$ cat config.mk
export PLATFORM = sky130hd
export DESIGN_NAME = alu_req_sched_flat
export DESIGN_NICKNAME = d
export VERILOG_FILES = /design/src/rtl/alu_req_sched_pkg.sv /design/src/rtl/alu_req_sched_if.sv /design/src/rtl/alu_req_sched_arb.sv /design/src/rtl/alu_req_sched.sv /design/src/flat_wrapper.sv
export SDC_FILE = /design/constraint.sdc
export NUM_CORES = 1
export LEC_CHECK = 0
export ABC_AREA = 1
export BUFFER_PORTS_ARGS = -buffer_cell sky130_fd_sc_hd__buf_2
export CELL_PAD_IN_SITES_DETAIL_PLACEMENT = 0
export CELL_PAD_IN_SITES_GLOBAL_PLACEMENT = 2
export CORE_MARGIN = 5
export CORE_UTILIZATION = 27
export CTS_BUF_LIST = sky130_fd_sc_hd__clkbuf_8 sky130_fd_sc_hd__clkbuf_16
export DETAILED_ROUTE_END_ITERATION = 7
export GPL_ROUTABILITY_DRIVEN = 0
export MAX_ROUTING_LAYER = met4
export PLACE_DENSITY_LB_ADDON = 0.2
export SYNTH_ARGS = -nofsm -noshare
export SYNTH_HDL_FRONTEND = slang
export SYNTH_SLANG_ARGS = --single-unit
$ cat constraint.sdc
create_clock -name clk -period 4.5 [get_ports clk]
set_clock_uncertainty 0.2 [all_clocks]
set_input_delay 0.225 -clock clk [delete_from_list [all_inputs] [get_ports clk]]
set_output_delay 0.225 -clock clk [all_outputs]
set_load 0.005 [all_outputs]
$ cat src/rtl/alu_req_sched_pkg.sv
// Shared types and defaults for the two-requester mini-ALU scheduler.
package alu_sched_pkg;

    localparam int IN_W        = 6;
    localparam int OUT_W       = 8;
    localparam int OP_W        = 3;
    localparam int TIMEOUT_DEF = 15;
    localparam int CNT_W       = 4;

    localparam logic [OUT_W-1:0] TIMEOUT_DATA = 8'hFF;

    typedef enum logic [1:0] {
        S_IDLE,
        S_ISSUE,
        S_WAIT,
        S_RESP
    } sched_state_e;

endpackage

$ cat src/rtl/alu_req_sched_if.sv
// Request, ALU and response signals of the scheduler, bundled for port connection.
interface alu_req_sched_if;
    import alu_sched_pkg::*;

    logic [1:0]       req_valid;
    logic [1:0]       req_ready;
    logic [IN_W-1:0]  req0_a;
    logic [IN_W-1:0]  req0_b;
    logic [OP_W-1:0]  req0_op;
    logic [IN_W-1:0]  req1_a;
    logic [IN_W-1:0]  req1_b;
    logic [OP_W-1:0]  req1_op;

    logic [OUT_W-1:0] alu_a;
    logic [OUT_W-1:0] alu_b;
    logic [OP_W-1:0]  alu_op;
    logic             alu_start;
    logic             alu_done;
    logic [OUT_W-1:0] alu_result;

    logic             rsp_valid;
    logic             rsp_id;
    logic [OUT_W-1:0] rsp_data;
    logic             rsp_err;

    modport slave (
        input  req_valid, req0_a, req0_b, req0_op, req1_a, req1_b, req1_op,
        output req_ready,
        output alu_a, alu_b, alu_op, alu_start,
        input  alu_done, alu_result,
        output rsp_valid, rsp_id, rsp_data, rsp_err
    );

    modport master (
        output req_valid, req0_a, req0_b, req0_op, req1_a, req1_b, req1_op,
        input  req_ready,
        input  alu_a, alu_b, alu_op, alu_start,
        output alu_done, alu_result,
        input  rsp_valid, rsp_id, rsp_data, rsp_err
    );

endinterface

$ cat src/rtl/alu_req_sched_arb.sv
// Two-way combinational grant. ALU_SCHED_RR_EN selects round-robin on the
// last-grant pointer; otherwise requester 0 has fixed priority.
module alu_req_arb (
    input  logic [1:0] req_valid_i,
    input  logic       last_grant_i,
    output logic [1:0] grant_o
);

    always_comb begin
        grant_o = 2'b00;
`ifdef ALU_SCHED_RR_EN
        if (req_valid_i == 2'b11) begin
            grant_o = last_grant_i ? 2'b01 : 2'b10;
        end else begin
            grant_o = req_valid_i;  // zero or one requester: no contention
        end
`else
        if (req_valid_i[0]) begin
            grant_o = 2'b01;
        end else if (req_valid_i[1]) begin
            grant_o = 2'b10;
        end
`endif
    end

`ifndef ALU_SCHED_RR_EN
    logic unused_last_grant;
    assign unused_last_grant = last_grant_i;
`endif

endmodule

$ cat src/rtl/alu_req_sched.sv
// Arbitrates two operand requesters onto one 8-bit ALU, waits for completion
// with a timeout and returns a tagged response. Option macro: ALU_SCHED_RR_EN.
module alu_req_sched
    import alu_sched_pkg::*;
#(
    parameter int TIMEOUT = TIMEOUT_DEF
) (
    input  logic           clk,
    input  logic           rst_n,
    alu_req_sched_if.slave bus
);

    localparam logic [CNT_W-1:0] TMO_LOAD = CNT_W'(TIMEOUT);

    sched_state_e     state_q, state_d;
    logic [OUT_W-1:0] alu_a_q, alu_a_d;
    logic [OUT_W-1:0] alu_b_q, alu_b_d;
    logic [OP_W-1:0]  alu_op_q, alu_op_d;
    logic             alu_start_q, alu_start_d;
    logic             rsp_valid_q, rsp_valid_d;
    logic             rsp_id_q, rsp_id_d;
    logic [OUT_W-1:0] rsp_data_q, rsp_data_d;
    logic             rsp_err_q, rsp_err_d;
    logic [CNT_W-1:0] tmo_cnt_q, tmo_cnt_d;
    logic             last_grant;
    logic [1:0]       grant;
    logic [1:0]       ready;

`ifdef ALU_SCHED_RR_EN
    logic last_grant_q, last_grant_d;

    always_comb begin
        last_grant_d = last_grant_q;
        if (state_q == S_RESP) begin
            last_grant_d = rsp_id_q;
        end
    end

    // Reset to requester 1 so requester 0 wins the first contention.
    always_ff @(posedge clk or negedge rst_n) begin
        if (!rst_n) begin
            last_grant_q <= 1'b1;
        end else begin
            last_grant_q <= last_grant_d;
        end
    end

    assign last_grant = last_grant_q;
`else
    assign last_grant = 1'b1;
`endif

    alu_req_arb u_arb (
        .req_valid_i  (bus.req_valid),
        .last_grant_i (last_grant),
        .grant_o      (grant)
    );

    assign ready         = (state_q == S_IDLE) ? grant : 2'b00;
    assign bus.req_ready = ready;

    always_comb begin
        state_d     = state_q;
        alu_a_d     = alu_a_q;
        alu_b_d     = alu_b_q;
        alu_op_d    = alu_op_q;
        alu_start_d = 1'b0;
        rsp_valid_d = 1'b0;
        rsp_id_d    = rsp_id_q;
        rsp_data_d  = rsp_data_q;
        rsp_err_d   = rsp_err_q;
        tmo_cnt_d   = tmo_cnt_q;

        case (state_q)
            S_IDLE: begin
                if (ready[1]) begin
                    alu_a_d     = OUT_W'(bus.req1_a);
                    alu_b_d     = OUT_W'(bus.req1_b);
                    alu_op_d    = bus.req1_op;
                    rsp_id_d    = 1'b1;
                    alu_start_d = 1'b1;
                    state_d     = S_ISSUE;
                end else if (ready[0]) begin
                    alu_a_d     = OUT_W'(bus.req0_a);
                    alu_b_d     = OUT_W'(bus.req0_b);
                    alu_op_d    = bus.req0_op;
                    rsp_id_d    = 1'b0;
                    alu_start_d = 1'b1;
                    state_d     = S_ISSUE;
                end
            end
            S_ISSUE: begin
                tmo_cnt_d = TMO_LOAD;
                state_d   = S_WAIT;
            end
            S_WAIT: begin
                // A done strobe on the terminal-count cycle still wins.
                if (bus.alu_done) begin
                    rsp_data_d  = bus.alu_result;
                    rsp_err_d   = 1'b0;
                    rsp_valid_d = 1'b1;
                    state_d     = S_RESP;
                end else if (tmo_cnt_q == '0) begin
                    rsp_data_d  = TIMEOUT_DATA;
                    rsp_err_d   = 1'b1;
                    rsp_valid_d = 1'b1;
                    state_d     = S_RESP;
                end else begin
                    tmo_cnt_d = tmo_cnt_q - 1'b1;
                end
            end
            S_RESP: begin
                state_d = S_IDLE;
            end
            default: begin
                state_d = S_IDLE;
            end
        endcase
    end

    always_ff @(posedge clk or negedge rst_n) begin
        if (!rst_n) begin
            state_q     <= S_IDLE;
            alu_a_q     <= '0;
            alu_b_q     <= '0;
            alu_op_q    <= '0;
            alu_start_q <= 1'b0;
            rsp_valid_q <= 1'b0;
            rsp_id_q    <= 1'b0;
            rsp_data_q  <= '0;
            rsp_err_q   <= 1'b0;
            tmo_cnt_q   <= '0;
        end else begin
            state_q     <= state_d;
            alu_a_q     <= alu_a_d;
            alu_b_q     <= alu_b_d;
            alu_op_q    <= alu_op_d;
            alu_start_q <= alu_start_d;
            rsp_valid_q <= rsp_valid_d;
            rsp_id_q    <= rsp_id_d;
            rsp_data_q  <= rsp_data_d;
            rsp_err_q   <= rsp_err_d;
            tmo_cnt_q   <= tmo_cnt_d;
        end
    end

    assign bus.alu_a     = alu_a_q;
    assign bus.alu_b     = alu_b_q;
    assign bus.alu_op    = alu_op_q;
    assign bus.alu_start = alu_start_q;
    assign bus.rsp_valid = rsp_valid_q;
    assign bus.rsp_id    = rsp_id_q;
    assign bus.rsp_data  = rsp_data_q;
    assign bus.rsp_err   = rsp_err_q;

endmodule

$ cat src/flat_wrapper.sv
// flat-port wrapper written by rule: the top's interface ports become plain ports
module alu_req_sched_flat import alu_sched_pkg::*;
#(
    parameter int TIMEOUT = TIMEOUT_DEF
)
  (clk, rst_n, bus_req_valid, bus_req0_a, bus_req0_b, bus_req0_op, bus_req1_a, bus_req1_b, bus_req1_op, bus_req_ready, bus_alu_a, bus_alu_b, bus_alu_op, bus_alu_start, bus_alu_done, bus_alu_result, bus_rsp_valid, bus_rsp_id, bus_rsp_data, bus_rsp_err);
  alu_req_sched_if bus_i ();
  input  logic clk;
  input  logic rst_n;
  input wire logic [$bits(bus_i.req_valid)-1:0] bus_req_valid;
  input wire logic [$bits(bus_i.req0_a)-1:0] bus_req0_a;
  input wire logic [$bits(bus_i.req0_b)-1:0] bus_req0_b;
  input wire logic [$bits(bus_i.req0_op)-1:0] bus_req0_op;
  input wire logic [$bits(bus_i.req1_a)-1:0] bus_req1_a;
  input wire logic [$bits(bus_i.req1_b)-1:0] bus_req1_b;
  input wire logic [$bits(bus_i.req1_op)-1:0] bus_req1_op;
  output wire logic [$bits(bus_i.req_ready)-1:0] bus_req_ready;
  output wire logic [$bits(bus_i.alu_a)-1:0] bus_alu_a;
  output wire logic [$bits(bus_i.alu_b)-1:0] bus_alu_b;
  output wire logic [$bits(bus_i.alu_op)-1:0] bus_alu_op;
  output wire logic [$bits(bus_i.alu_start)-1:0] bus_alu_start;
  input wire logic [$bits(bus_i.alu_done)-1:0] bus_alu_done;
  input wire logic [$bits(bus_i.alu_result)-1:0] bus_alu_result;
  output wire logic [$bits(bus_i.rsp_valid)-1:0] bus_rsp_valid;
  output wire logic [$bits(bus_i.rsp_id)-1:0] bus_rsp_id;
  output wire logic [$bits(bus_i.rsp_data)-1:0] bus_rsp_data;
  output wire logic [$bits(bus_i.rsp_err)-1:0] bus_rsp_err;
  assign bus_i.req_valid = bus_req_valid;
  assign bus_i.req0_a = bus_req0_a;
  assign bus_i.req0_b = bus_req0_b;
  assign bus_i.req0_op = bus_req0_op;
  assign bus_i.req1_a = bus_req1_a;
  assign bus_i.req1_b = bus_req1_b;
  assign bus_i.req1_op = bus_req1_op;
  assign bus_req_ready = bus_i.req_ready;
  assign bus_alu_a = bus_i.alu_a;
  assign bus_alu_b = bus_i.alu_b;
  assign bus_alu_op = bus_i.alu_op;
  assign bus_alu_start = bus_i.alu_start;
  assign bus_i.alu_done = bus_alu_done;
  assign bus_i.alu_result = bus_alu_result;
  assign bus_rsp_valid = bus_i.rsp_valid;
  assign bus_rsp_id = bus_i.rsp_id;
  assign bus_rsp_data = bus_i.rsp_data;
  assign bus_rsp_err = bus_i.rsp_err;
  alu_req_sched #(.TIMEOUT(TIMEOUT)) u_core (.clk(clk), .rst_n(rst_n), .bus(bus_i));
endmodule
==> metrics list, run 1 <==
- Final count of negative-setup-slack endpoints: 0
* Number of nets in the final layout: 363
* Initial core utilization: 0.273
* Routed via count divided by cell count: 4.23
- Once detailed placement completed, the half-perimeter wirelength came to 3270 um.
- CTS saw 33 sinks.
* Register bit total from synthesis: 33
* Diode insertion count for antenna repair: 0
- For this run, the total global-route usage over all layers was measured as 0.118.
- The detailed router finished its first iteration with 35 violations.
- The initial antenna violation count came to 0.
- The number of global-route vias before repair came to 1676.
- Clock power frac: 0.175
* Routed Antenna Nets: 0
* Max frequency: 537 MHz
- Clock slew seen by the registers of the worst setup and hold paths: 0.07 ns
* CTS max path bufs: 2
- CP startpoint: u_core.state_q[0]$_DFFE_PN0P_
- Largest net degree at the start of global routing: 34
- Data on the critical path is required at its endpoint by 4.07 ns.
* Reg power frac: 0.399
- Drt total wl: 4590 um
* GRT overflow: 0
* First-pass GRT wire length: 7760 um
- Of the synthesized area, sequential elements account for 0.453.
- Relative slew margins: 0.501
* Die height: 92.2 um
* Worst reg2reg setup slack: 2.75 ns
* Signed area change from the synthesized netlist to the final layout: 30.3%
* Maximum cell stage delay along the critical path: 0.38 ns
- The finished cells cover 2370 sq um.
* Top cell type by total area after synthesis: sky130_fd_sc_hd__dfrtp_1
- Each instance of the synthesized netlist takes up on average 7.72 sq um.
* Cell area after synthesis: 1820 sq um
- Synthesis produced 236 cells.
* Count of maximum capacitance violations: 0
- The share of total power dissipated in combinational logic is 0.427.
- For the worst-skew pair, the clock arrives at the later sink with an insertion delay of 0.28 ns.
- The Yosys step of the flow raised 0 warnings.
* Wirelength per Cell: 11.6 um
* Setup TNS: 0 ns
- Maximum fanout along the worst path: 4
- Sort of element at the end of the critical path: output port
- The setup path with the least slack is of type reg2out.
- CP max-delay cell: sky130_fd_sc_hd__dfrtp_1
- In this run the number of H-tree levels came out at 2.
- Final period demand of the worst path: 1.86 ns
* Core outline area: 6680 sq um
- CTS tree: yes
- The floorplan step set the die width to 92.2 um.
- Number of gates resized after cts: 0
* Cell Pwr Density: 534 nW/um^2
- The die covers 8500 sq um.
- Count of pins over their slew limit: 0
- Commonest non-fill, non-tap cell in the layout: sky130_fd_sc_hd__buf_2
- Dominant cells by area after synthesis: sky130_fd_sc_hd__dfrtp_1 (45%), sky130_fd_sc_hd__nand2_1 (14%), sky130_fd_sc_hd__nand3_1 (8.8%)
* Highest ir drop seen on vdd: 0.256 mV
* Drt drc: 0
- The flow ran to the end, and the final reports show no timing, DRC or antenna violations.
- Final period utilization: 0.414
- Root Driver: sky130_fd_sc_hd__clkbuf_8
* Final hold viol count: 0
* Source of the worst register-to-register timing path: u_core.state_q[0]$_DFFE_PN0P_
- Distinct cells, synth: 21
- For this run, the share of the core covered by cells in the final layout is 0.355.
* Top cell type's share of synthesized area: 0.453
- In this run the static leakage power is 1.41 nW.
* Number of top-level pins: 76
* Sw Pwr: 0.498 mW
- The detailed router placed 1674 vias in this run.
- The floorplan has 30 rows.
* Number of buffers added on ports: 71
- Number of optimization iterations in the first detailed-route pass: 6
- Internal power consumption: 0.770 mW
- In the final layout, the share of cells above drive strength 1 is 0.294.
- Number of buffers created by CTS: 5
- The path class of the tightest hold or removal check is in2reg.
- The endpoint identified for the worst register-to-register timing path is u_core.bus.rsp_data[5]$_DFFE_PN0P_.
- Along the worst hold path, the cell count comes to 5.
- Highest-count cells in the layout ignoring fill and taps: sky130_fd_sc_hd__buf_2 (71), sky130_fd_sc_hd__nand2_1 (66), sky130_fd_sc_hd__inv_1 (41), sky130_fd_sc_hd__dfrtp_1 (33), sky130_fd_sc_hd__nand3_1 (32)
* Measured slew at the worst slew-check pin: 0.749 ns
- RSZ-0062 raised after global routing: false
- Of the total power, the share spent switching nets is 0.393.
- The most critical setup path has its endpoint at bus_req_ready[1].
* FF-to-FF path depth: 6
- Cell Chain, Critical Path: inv_1 > ha_1 > nand2_1 > nor2_1 > buf_2
- Data arrives at the worst endpoint at 1.44 ns.
- In this run the cell area measured after placement is 2200 sq um.
- Critical path startpoint category: flop
[logic make-up after synthesis]
kind of cell / after synthesis / share of synthesized area
compound gates: 4 / 0.0124
fa+ha+maj: 5 / 0.0343
buf+inv: 53 / 0.137
flops: 33 / 0.453
other cells: 1 / 0.00206
simple gates: 140 / 0.362
[area by class of cell]
class | count | area, sq um
flip-flops and latches | 33 | 826
clock buffers | 5 | 68.8
well taps | 80 | 100
inverters | 42 | 158
repair buffers | 80 | 445
fillers | 751 | 4310
clock inverters | 3 | 17.5
multi-input cells | 153 | 759
[worst min-delay path by stage]
stage | endpoint | slack, ns | from
finish | u_core.bus.alu_b[2]$_DFFE_PN0P_ | 0.05 | bus_req0_b[2]
detailed placement | u_core.bus.rsp_valid$_DFF_PN0_ | 0.16 | rst_n
global placement | u_core.bus.rsp_data[3]$_DFFE_PN0P_ | 0.16 | rst_n
global route | u_core.bus.alu_op[2]$_DFFE_PN0P_ | 0.06 | bus_req1_op[2]
floorplan | u_core.bus.alu_a[0]$_DFFE_PN0P_ | -0.27 | rst_n
CTS | u_core.bus.alu_b[2]$_DFFE_PN0P_ | 0.04 | bus_req0_b[2]
[layer usage]
layer | routed length [um] | track usage
met5 | 0 | -
met4 | 59 | 0.0371
met2 | 2160 | 0.187
met1 | 2070 | 0.147
met3 | 302 | 0.0287
[metrics by stage]
stage	hold slack (ns)	total power, mW	setup WS, ns	cells
after floorplan	-0.271	0.867	2.98	239
after global placement	0.156	1.06	2.61	379
after detailed placement	0.158	1.06	2.63	379
after CTS	0.0369	1.30	2.58	396
after global routing	0.0601	1.41	2.50	396
final	0.0464	1.27	2.64	396
[synth_stat cells]
| cell type | count |
|---|---|
| sky130_fd_sc_hd__nand2_1 | 66 |
| sky130_fd_sc_hd__inv_1 | 41 |
| sky130_fd_sc_hd__dfrtp_1 | 33 |
| sky130_fd_sc_hd__nand3_1 | 32 |
| sky130_fd_sc_hd__nor2_1 | 28 |
| sky130_fd_sc_hd__nand3_2 | 8 |
| sky130_fd_sc_hd__buf_4 | 6 |
| sky130_fd_sc_hd__ha_1 | 5 |
| sky130_fd_sc_hd__buf_2 | 3 |
| sky130_fd_sc_hd__nand2_4 | 2 |
| sky130_fd_sc_hd__o21ai_0 | 2 |
| sky130_fd_sc_hd__a21boi_0 | 1 |
| sky130_fd_sc_hd__a21oi_1 | 1 |
| sky130_fd_sc_hd__buf_12 | 1 |
| sky130_fd_sc_hd__buf_6 | 1 |
| sky130_fd_sc_hd__conb_1 | 1 |
| sky130_fd_sc_hd__inv_2 | 1 |
| sky130_fd_sc_hd__nand2_2 | 1 |
| sky130_fd_sc_hd__nand2_8 | 1 |
| sky130_fd_sc_hd__nand4_1 | 1 |
| sky130_fd_sc_hd__nor2_4 | 1 |
[registers in the layout (all words and copies together), names as in the netlist]
name / cells
u_core.bus.alu_op: 3
u_core.tmo_cnt_q: 4
u_core.bus.alu_b: 6
u_core.bus.rsp_err: 1
u_core.bus.rsp_id: 1
u_core.state_q: 2
u_core.bus.rsp_data: 8
u_core.bus.rsp_valid: 1
u_core.bus.alu_start: 1
u_core.bus.alu_a: 6
[timing repair]
item                                    CTS  global route
endpoints found under the setup margin    0             0
hold buffers                              9             0
hold endpoints to repair                 41             0
buffers inserted                          0             0
[power by group through the flow]
stage,sequential (mW),combinational [mW],clock [mW]
after floorplan,0.514,0.353,0
after global placement,0.515,0.545,0
after detailed placement,0.511,0.549,0
after CTS,0.506,0.558,0.233
after global routing,0.524,0.635,0.247
final,0.505,0.541,0.221
[worst max-delay path: cells and delay by family (launching register included)]
kind                     cells  cell delay [ns]
buffers and inverters        2             0.28
adder cells (fa/ha/maj)      1             0.23
flip-flops                   1             0.38
AND/OR/NAND/NOR              2             0.27
Power figures use the tool's default switching activity.
==> run 2: changes to the inputs <==
Settings changed: CORE_UTILIZATION 27 to 25.
Clock period 4.5 ns to 1.8 ns, I/O delays scaled along.
==> run 2 against run 1 <==
  * Non-clock buffer count is 37 higher
  * Power grew to 2.7 times the previous value
  * Global-route usage rose by 0.72 points
  * Design area is 17% higher
  * Routed wire length up 15%
  * Sequential share of layout area down 5.1 points
  * Flip-flop and latch count stayed put
==> metrics list, run 2 (synthesized netlist as in run 1, its figures left out) <==
- Outcome: finished, final reports clean
* Relative slew margins: 0.470 (-0.0310)
- Class of the worst hold path: in2reg
- Cell repeated most along the worst path: sky130_fd_sc_hd__nand2_1
* RSZ-0062 raised after global routing: false
- Largest net degree at the start of global routing: 34 (unchanged)
- Final period demand of the worst path: 1.68 ns
- CTS tree: yes
- The number of clock sinks seen by CTS was 33 (unchanged).
- Maximum fanout along the worst path: 13 (+9)
* Setup TNS: 0 ns (unchanged)
- The hold violation count in the final report is 0 (unchanged).
- The number of antenna cells inserted is 0 (unchanged).
- The post-DP HPWL is 3520 um (+7.5%).
- The sum of buffers and inverters on the critical path is 3 (+1).
* Final period utilization: 0.931
- Final hold slack: 0.0275 ns (-0.0190 ns)
- The clock latency on the worst-skew pair was 0.28 ns (about the same).
- The data required time of the worst path came to 1.78 ns (-2.29 ns).
* Static Leak: 1.57 nW (+11%)
* Design Area, Final: 2780 sq um (+17%)
- Drt drc: 0 (unchanged)
- The tree is rooted in a sky130_fd_sc_hd__clkbuf_8.
* Routed via count divided by cell count: 4.01 (-5.2%)
* Worst setup path class: reg2reg
- Overall track demand over capacity in global routing: 0.125 (+0.00718)
* First DRT Iteration DRCs: 48 (+37%)
* Number of nets in the final layout: 400 (+10%)
- Count of pins over their slew limit: 0 (unchanged)
- The global-route wire length before repair is 8470 um (+9.1%).
- The delay contributed by the slowest stage of the critical path is 0.42 ns (+0.04 ns).
- The max-capacitance violation count was 0 (unchanged).
- Final count of negative-setup-slack endpoints: 0 (unchanged)
* Signed area change from the synthesized netlist to the final layout: 52.6%
- Clock slew seen by the registers of the worst setup and hold paths: 0.07 ns (about the same)
- The number of global-route vias before repair was 1850 (+10%).
- The worst setup path is launched from a flop.
* Cell type group with the largest total delay on the critical path: flip-flops
- Count of H-tree levels built during CTS: 2 (unchanged)
* Number of optimization iterations in the first detailed-route pass: 4 (-2)
* Highest ir drop seen on vdd: 0.311 mV (+21%)
- CP max-delay cell: sky130_fd_sc_hd__dfrtp_1
- Number of flip-flops under the largest register name: 8 (unchanged)
* Routed Antenna Nets: 0 (unchanged)
* Die Outline Area: 9100 sq um (+7.1%)
- Sort of element at the end of the critical path: flop
- Number of buffers added on ports: 71 (unchanged)
- The maximum buffer depth of the clock tree came to 2 (unchanged).
* Cell Chain, Critical Path: inv_1 > ha_2 > nand2_1 > inv_2 > nand2_4 > buf_4 > nand3_1 > nand2_1
- The vertical die dimension was 95.4 um (+3.5%).
- The fill cell total of the finished layout is 766 (+2.0%).
- Commonest non-fill, non-tap cell in the layout: sky130_fd_sc_hd__buf_2
- Cell Rows: 31 (+3.3%)
* Core outline area: 7180 sq um (+7.4%)
- GRT overflow: 0 (unchanged)
- The initial core utilization came to 0.254 (-0.0188).
- Number of buffers created by CTS: 5 (unchanged)
* DR vias: 1807 (+7.9%)
- The routed wire length per instance came to 11.7 um (+0.55%).
- The data arrival at the endpoint of the critical path is 1.65 ns (+0.21 ns).
- The layout cell share with drive strength beyond 1 came to 0.298 (+0.00399).
* Drt total wl: 5260 um (+15%)
- The initial antenna violation count is 0 (unchanged).
- Placed instance area: 2270 sq um (+3.1%)
- Flip-flop and latch area: 826 sq um (unchanged)
* Number of top-level pins: 76 (unchanged)
* Measured slew at the worst slew-check pin: 0.795 ns (+0.0465 ns)
- Max frequency: 597 MHz
- Highest-count cells in the layout ignoring fill and taps: sky130_fd_sc_hd__buf_2 (71), sky130_fd_sc_hd__nand2_1 (63), sky130_fd_sc_hd__inv_1 (41), sky130_fd_sc_hd__dlygate4sd3_1 (40), sky130_fd_sc_hd__dfrtp_1 (33)
* Post-route insts no fill: 451 (+14%)
- The power density normalized to cell area was 1210 nW/um^2 (+130%).
- # placed instances: 404 (+6.6%)
* Horizontal extent of the die: 95.4 um (+3.5%)
- Total area of multi-input combinational cells: 787 sq um (+3.6%)
run 2: cell count changes in the layout (fill, tap and decap cells not counted), sizes merged:
cell,delta
buf,+6
clkinv,-2
clkinvlp,-1
clkbuf,+1
inv,+1
dlygate4sd3,+31
run 2: metal layers:
metal	GRT usage	wire, um
met3	0.0308	293
met2	0.202	2470
met1	0.152	2400
met4	0.0427	98
met5	-	0
run 2: area by class of cell:
class,instances,area share
flip-flops and latches,33,0.297
repair buffers,117,0.288
multi-input cells,153,0.283
inverters,42,0.0567
well taps,99,0.0445
clock buffers,6,0.0297
clock inverters,1,0.00135
run 2: per-stage QoR:
stage | power, mW | utilization | setup WS (ns)
4_1_cts | 3.38 | 0.384 | 0.0293
6_report | 3.36 | 0.388 | 0.125
5_1_grt | 3.69 | 0.388 | 0.0139
3_3_place_gp | 2.70 | 0.316 | 0.0824
3_5_place_dp | 2.72 | 0.316 | 0.0434
2_1_floorplan | 2.17 | - | 0.279
run 2: power breakdown:
group	total, mW	leakage [nW]	internal (mW)	switching, mW
sequential	1.28	0.398	1.09	0.194
combinational	1.51	1.13	0.681	0.832
clock	0.570	0.0485	0.298	0.272
run 2: repair_timing:
item | 4_1_cts | 5_1_grt
buffers inserted | 0 | 0
resized for setup | 0 | 9
hold buffers | 40 | 0
endpoints found under the hold margin | 57 | 0
endpoints found under the setup margin | 0 | 18
run 2: worst paths after layout:
kind / from / endpoint / slack [ns] / cells after the start
setup / recovery: u_core.state_q[1]$_DFFE_PN0P_ / u_core.bus.alu_b[3]$_DFFE_PN0P_ / 0.12 / 8
hold / removal: bus_req_valid[0] / u_core.bus.rsp_id$_DFFE_PN0P_ / 0.03 / 6
setup reg to reg: u_core.state_q[1]$_DFFE_PN0P_ / u_core.bus.alu_b[3]$_DFFE_PN0P_ / 0.12 / 8
hold reg to reg: u_core.tmo_cnt_q[0]$_DFFE_PN0P_ / u_core.tmo_cnt_q[0]$_DFFE_PN0P_ / 0.29 / 2
max in group asynchronous: rst_n / u_core.bus.alu_a[4]$_DFFE_PN0P_ / 0.67 / 2
min in group asynchronous: rst_n / u_core.bus.rsp_err$_DFFE_PN0P_ / 0.22 / 2
run 2: worst reg2reg max path, delay by kind of cell (launching register included):
family / cells / cell delay [ns]
fa+ha+maj: 1 / 0.22
buf+inv: 3 / 0.39
simple gates: 4 / 0.34
flops: 1 / 0.42
==> run 3: changes to the inputs <==
Settings changed: PLACE_DENSITY_LB_ADDON 0.2 to 0.1, RECOVER_POWER set to 100.
==> run 3 against run 2 <==
  * Die area unchanged
  * Via count decreased by 0.22%
  * Combinational power decreased by 3%
  * Critical endpoint is now bus_req_ready[1]
  * Largest power group unchanged
  * Sequential share of layout area increased by 0.13 points
==> metrics list, run 3 (synthesized netlist as in run 1, its figures left out) <==
- First-pass GRT wire length: 8490 um (+0.32%)
- Reg power frac: 0.386 (+0.006)
* Largest net degree at the start of global routing: 34 (unchanged)
* Clock Latency Late Sink: 0.28 ns (about the same)
- In the layout the commonest cells are sky130_fd_sc_hd__nand2_1 (64), sky130_fd_sc_hd__buf_2 (57), sky130_fd_sc_hd__inv_1 (41), sky130_fd_sc_hd__dlygate4sd3_1 (40), sky130_fd_sc_hd__dfrtp_1 (33).
- The data required time of the worst path is 1.51 ns (-0.27 ns).
- Met2 layer usage reported by global route: 0.202 (unchanged)
* Count of H-tree levels built during CTS: 2 (unchanged)
* Cell count of the worst hold path: 6 (unchanged)
- End of the worst register-to-register path: u_core.bus.alu_a[1]$_DFFE_PN0P_
* Class of the worst hold path: in2reg
- The share of total power in combinational logic was 0.443 (-0.007).
- The path with the worst hold slack has its endpoint at u_core.bus.rsp_id$_DFFE_PN0P_.
* Met1 Use GR: 0.153 (+0.00142)
- Post-route insts no fill: 452 (+0.22%)
- First DRT Iteration DRCs: 68 (+42%)
- The maximum buffer depth of the clock tree is 2 (unchanged).
- Via count of the first global-routing pass: 1865 (+0.81%)
* Total area of multi-input combinational cells: 790 sq um (+0.32%)
* CP max-delay cell: sky130_fd_sc_hd__dfrtp_1
* Wirelength per Cell: 11.8 um (+1.1%)
* Design Area, Final: 2770 sq um (-0.45%)
- The power density normalized to cell area is 1190 nW/um^2 (-1.4%).
- Count of pins over their slew limit: 0 (unchanged)
- The total via count in the routed design is 1803 (-0.22%).
- In this run the clock root is driven by a sky130_fd_sc_hd__clkbuf_8.
- Final hold viol count: 0 (unchanged)
- Number of buffers added on ports: 71 (unchanged)
* Number of optimization iterations in the first detailed-route pass: 4 (unchanged)
* Layout cells sized above 1: 0.252 (-0.0462)
- Max frequency: 600 MHz (+0.49%)
- Critical path startpoint category: flop
* Measured slew at the worst slew-check pin: 0.858 ns (+0.0632 ns)
- The vertical die dimension is 95.4 um (unchanged).
- The clock group share of total power is 0.171 (+0.002).
* Core occupancy in the finished layout: 0.386 (-0.00174)
- Worst setup path class: reg2out
- Fraction of met3 tracks used by global routing: 0.0245 (-0.00631)
* FF-to-FF path depth: 7 (-1)
- The total placed cells including tap cells was 403 (-0.25%).
- Count of maximum capacitance violations: 0 (unchanged)
- After global routing, the most crowded layer is met2.
* Final period demand of the worst path: 1.67 ns (-0.00818 ns)
- Die Outline Area: 9100 sq um (unchanged)
- Flip-flop and latch area: 826 sq um (unchanged)
- The total design power was 3.30 mW (-1.9%).
- TritonCTS Sinks: 33 (unchanged)
- The total track usage is 0.123 (-0.00192).
- Final count of negative-setup-slack endpoints: 0 (unchanged)
- The worst setup margin was 0.133 ns (+0.00818 ns).
- The internal cell power was 1.98 mW (-3.9%).
- Signed area change from the synthesized netlist to the final layout: 51.9%
- Maximum fanout along the worst path: 4 (-9)
- RSZ-0062 raised after global routing: true
- Highest ir drop seen on vdd: 0.551 mV (+77%)
- Cell Rows: 31 (unchanged)
* Half-perimeter wire length after detailed placement: 3500 um (-0.49%)
- The switching power came to 1.31 mW (+1.3%).
- The fill cell total of the finished layout is 771 (+0.65%).
- The count of nets after finishing came to 400 (unchanged).
- Total setup buffers inserted after CTS: 0 (unchanged)
* Initial antenna violation count: 0 (unchanged)
- Traced cell by cell, the critical path runs through inv_1 > ha_1 > nand2_1 > nor2_2 > buf_2.
- The data arrival at the endpoint of the critical path is 1.38 ns (-0.27 ns).
- Diode insertion count for antenna repair: 0 (unchanged)
* Commonest non-fill, non-tap cell in the layout: sky130_fd_sc_hd__nand2_1
- Start point of the worst hold path: bus_req_valid[0]
- Source of the worst register-to-register timing path: u_core.state_q[0]$_DFFE_PN0P_
- Fraction of power spent switching nets: 0.398 (+0.0124)
* Number of top-level pins: 76 (unchanged)
- The clock transition at the registers of the reported paths is 0.07 ns (about the same).
* Routed Antenna Nets: 0 (unchanged)
* Drt total wl: 5330 um (+1.4%)
- The initial core utilization came to 0.254 (unchanged).
- The width of the die is 95.4 um (unchanged).
* Number of buffers created by CTS: 5 (unchanged)
- Number of flip-flops under the largest register name: 8 (unchanged)
- The area of the placeable core is 7180 sq um (unchanged).
* Static Leak: 1.54 nW (-2.1%)
- Final period utilization: 0.926 (-0.00455)
* CTS tree: yes
* GRT overflow: 0 (unchanged)
- Relative slew margins: 0.428 (-0.0421)
- The flow ran to the end, and the final reports show no timing, DRC or antenna violations.
* Drt drc: 0 (unchanged)
* Maximum cell stage delay along the critical path: 0.39 ns (-0.03 ns)
- Worst Setup Slack post-DPL: 0.0961 ns (+0.0528 ns)
- Placed instance area: 2270 sq um (+0.22%)
- Worst reg2reg setup slack: 0.14 ns (+0.02 ns)
- The detailed-route vias per instance was 3.99 (-0.44%).
* Sort of element at the end of the critical path: output port
run 3: changes by cell type in the layout (fill, tap and decap cells not counted), sizes merged:
| cell | change |
|---|---|
| nand2 | +1 |
| inv | -1 |
| clkbuf | +14 |
| buf | -16 |
| clkinv | +2 |
| clkinvlp | +1 |
run 3: layout make-up:
type                            count  share of cell area
Clock inverter                      3             0.00633
Tap cell                           99              0.0447
Timing Repair Buffer              116               0.284
Sequential cell                    33               0.298
Clock buffer                        5              0.0249
Multi-Input combinational cell    154               0.285
Inverter                           42              0.0569
run 3: through the flow:
stage	hold WS (ns)	setup TNS, ns
after floorplan	-0.406	0
after global placement	-0.0398	0
after detailed placement	-0.0473	0
after CTS	0.0470	0
after global routing	0.102	-0.0173
final	0.0312	0
run 3: worst max path at each step:
| stage | startpoint | to | depth (start not counted) |
|---|---|---|---|
| after CTS | u_core.state_q[0]$_DFFE_PN0P_ | bus_req_ready[1] | 5 |
| final | u_core.state_q[0]$_DFFE_PN0P_ | bus_req_ready[1] | 5 |
| after global placement | u_core.state_q[0]$_DFFE_PN0P_ | u_core.tmo_cnt_q[1]$_DFFE_PN0P_ | 7 |
| after detailed placement | u_core.state_q[0]$_DFFE_PN0P_ | u_core.tmo_cnt_q[1]$_DFFE_PN0P_ | 7 |
| after floorplan | u_core.state_q[0]$_DFFE_PN0P_ | u_core.tmo_cnt_q[2]$_DFFE_PN0P_ | 8 |
| after global routing | u_core.state_q[0]$_DFFE_PN0P_ | u_core.bus.alu_a[0]$_DFFE_PN0P_ | 7 |
run 3: power by group through the flow:
| stage | clock network, mW | registers, mW | logic, mW |
|---|---|---|---|
| 2_1_floorplan | 0 | 1.28 | 0.882 |
| 3_3_place_gp | 0 | 1.29 | 1.43 |
| 3_5_place_dp | 0 | 1.29 | 1.42 |
| 4_1_cts | 0.590 | 1.28 | 1.49 |
| 5_1_grt | 0.627 | 1.32 | 1.70 |
| 6_report | 0.563 | 1.27 | 1.46 |
run 3: routing by layer:
metal | part of all wire | vias to the layer above | wire (um)
met1 | 0.48 | 819 | 2560
met4 | 0.0030 | 0 | 16
li1 | - | 939 | -
met2 | 0.47 | 42 | 2490
met5 | 0 | - | 0
met3 | 0.048 | 3 | 258
run 3: what timing repair did:
item                                    4_1_cts  5_1_grt
hold buffers                                 40        0
gates resized for setup                       0        5
endpoints found under the setup margin        0       19
endpoints found under the hold margin        57        0
run 3: worst max-delay path, delay by kind of cell, from the launching register on:
kind                       cells  cell delay, ns
DFF                            1            0.39
buffers and inverters          2            0.26
adders and majority gates      1            0.22
and+or+nand+nor                2            0.22
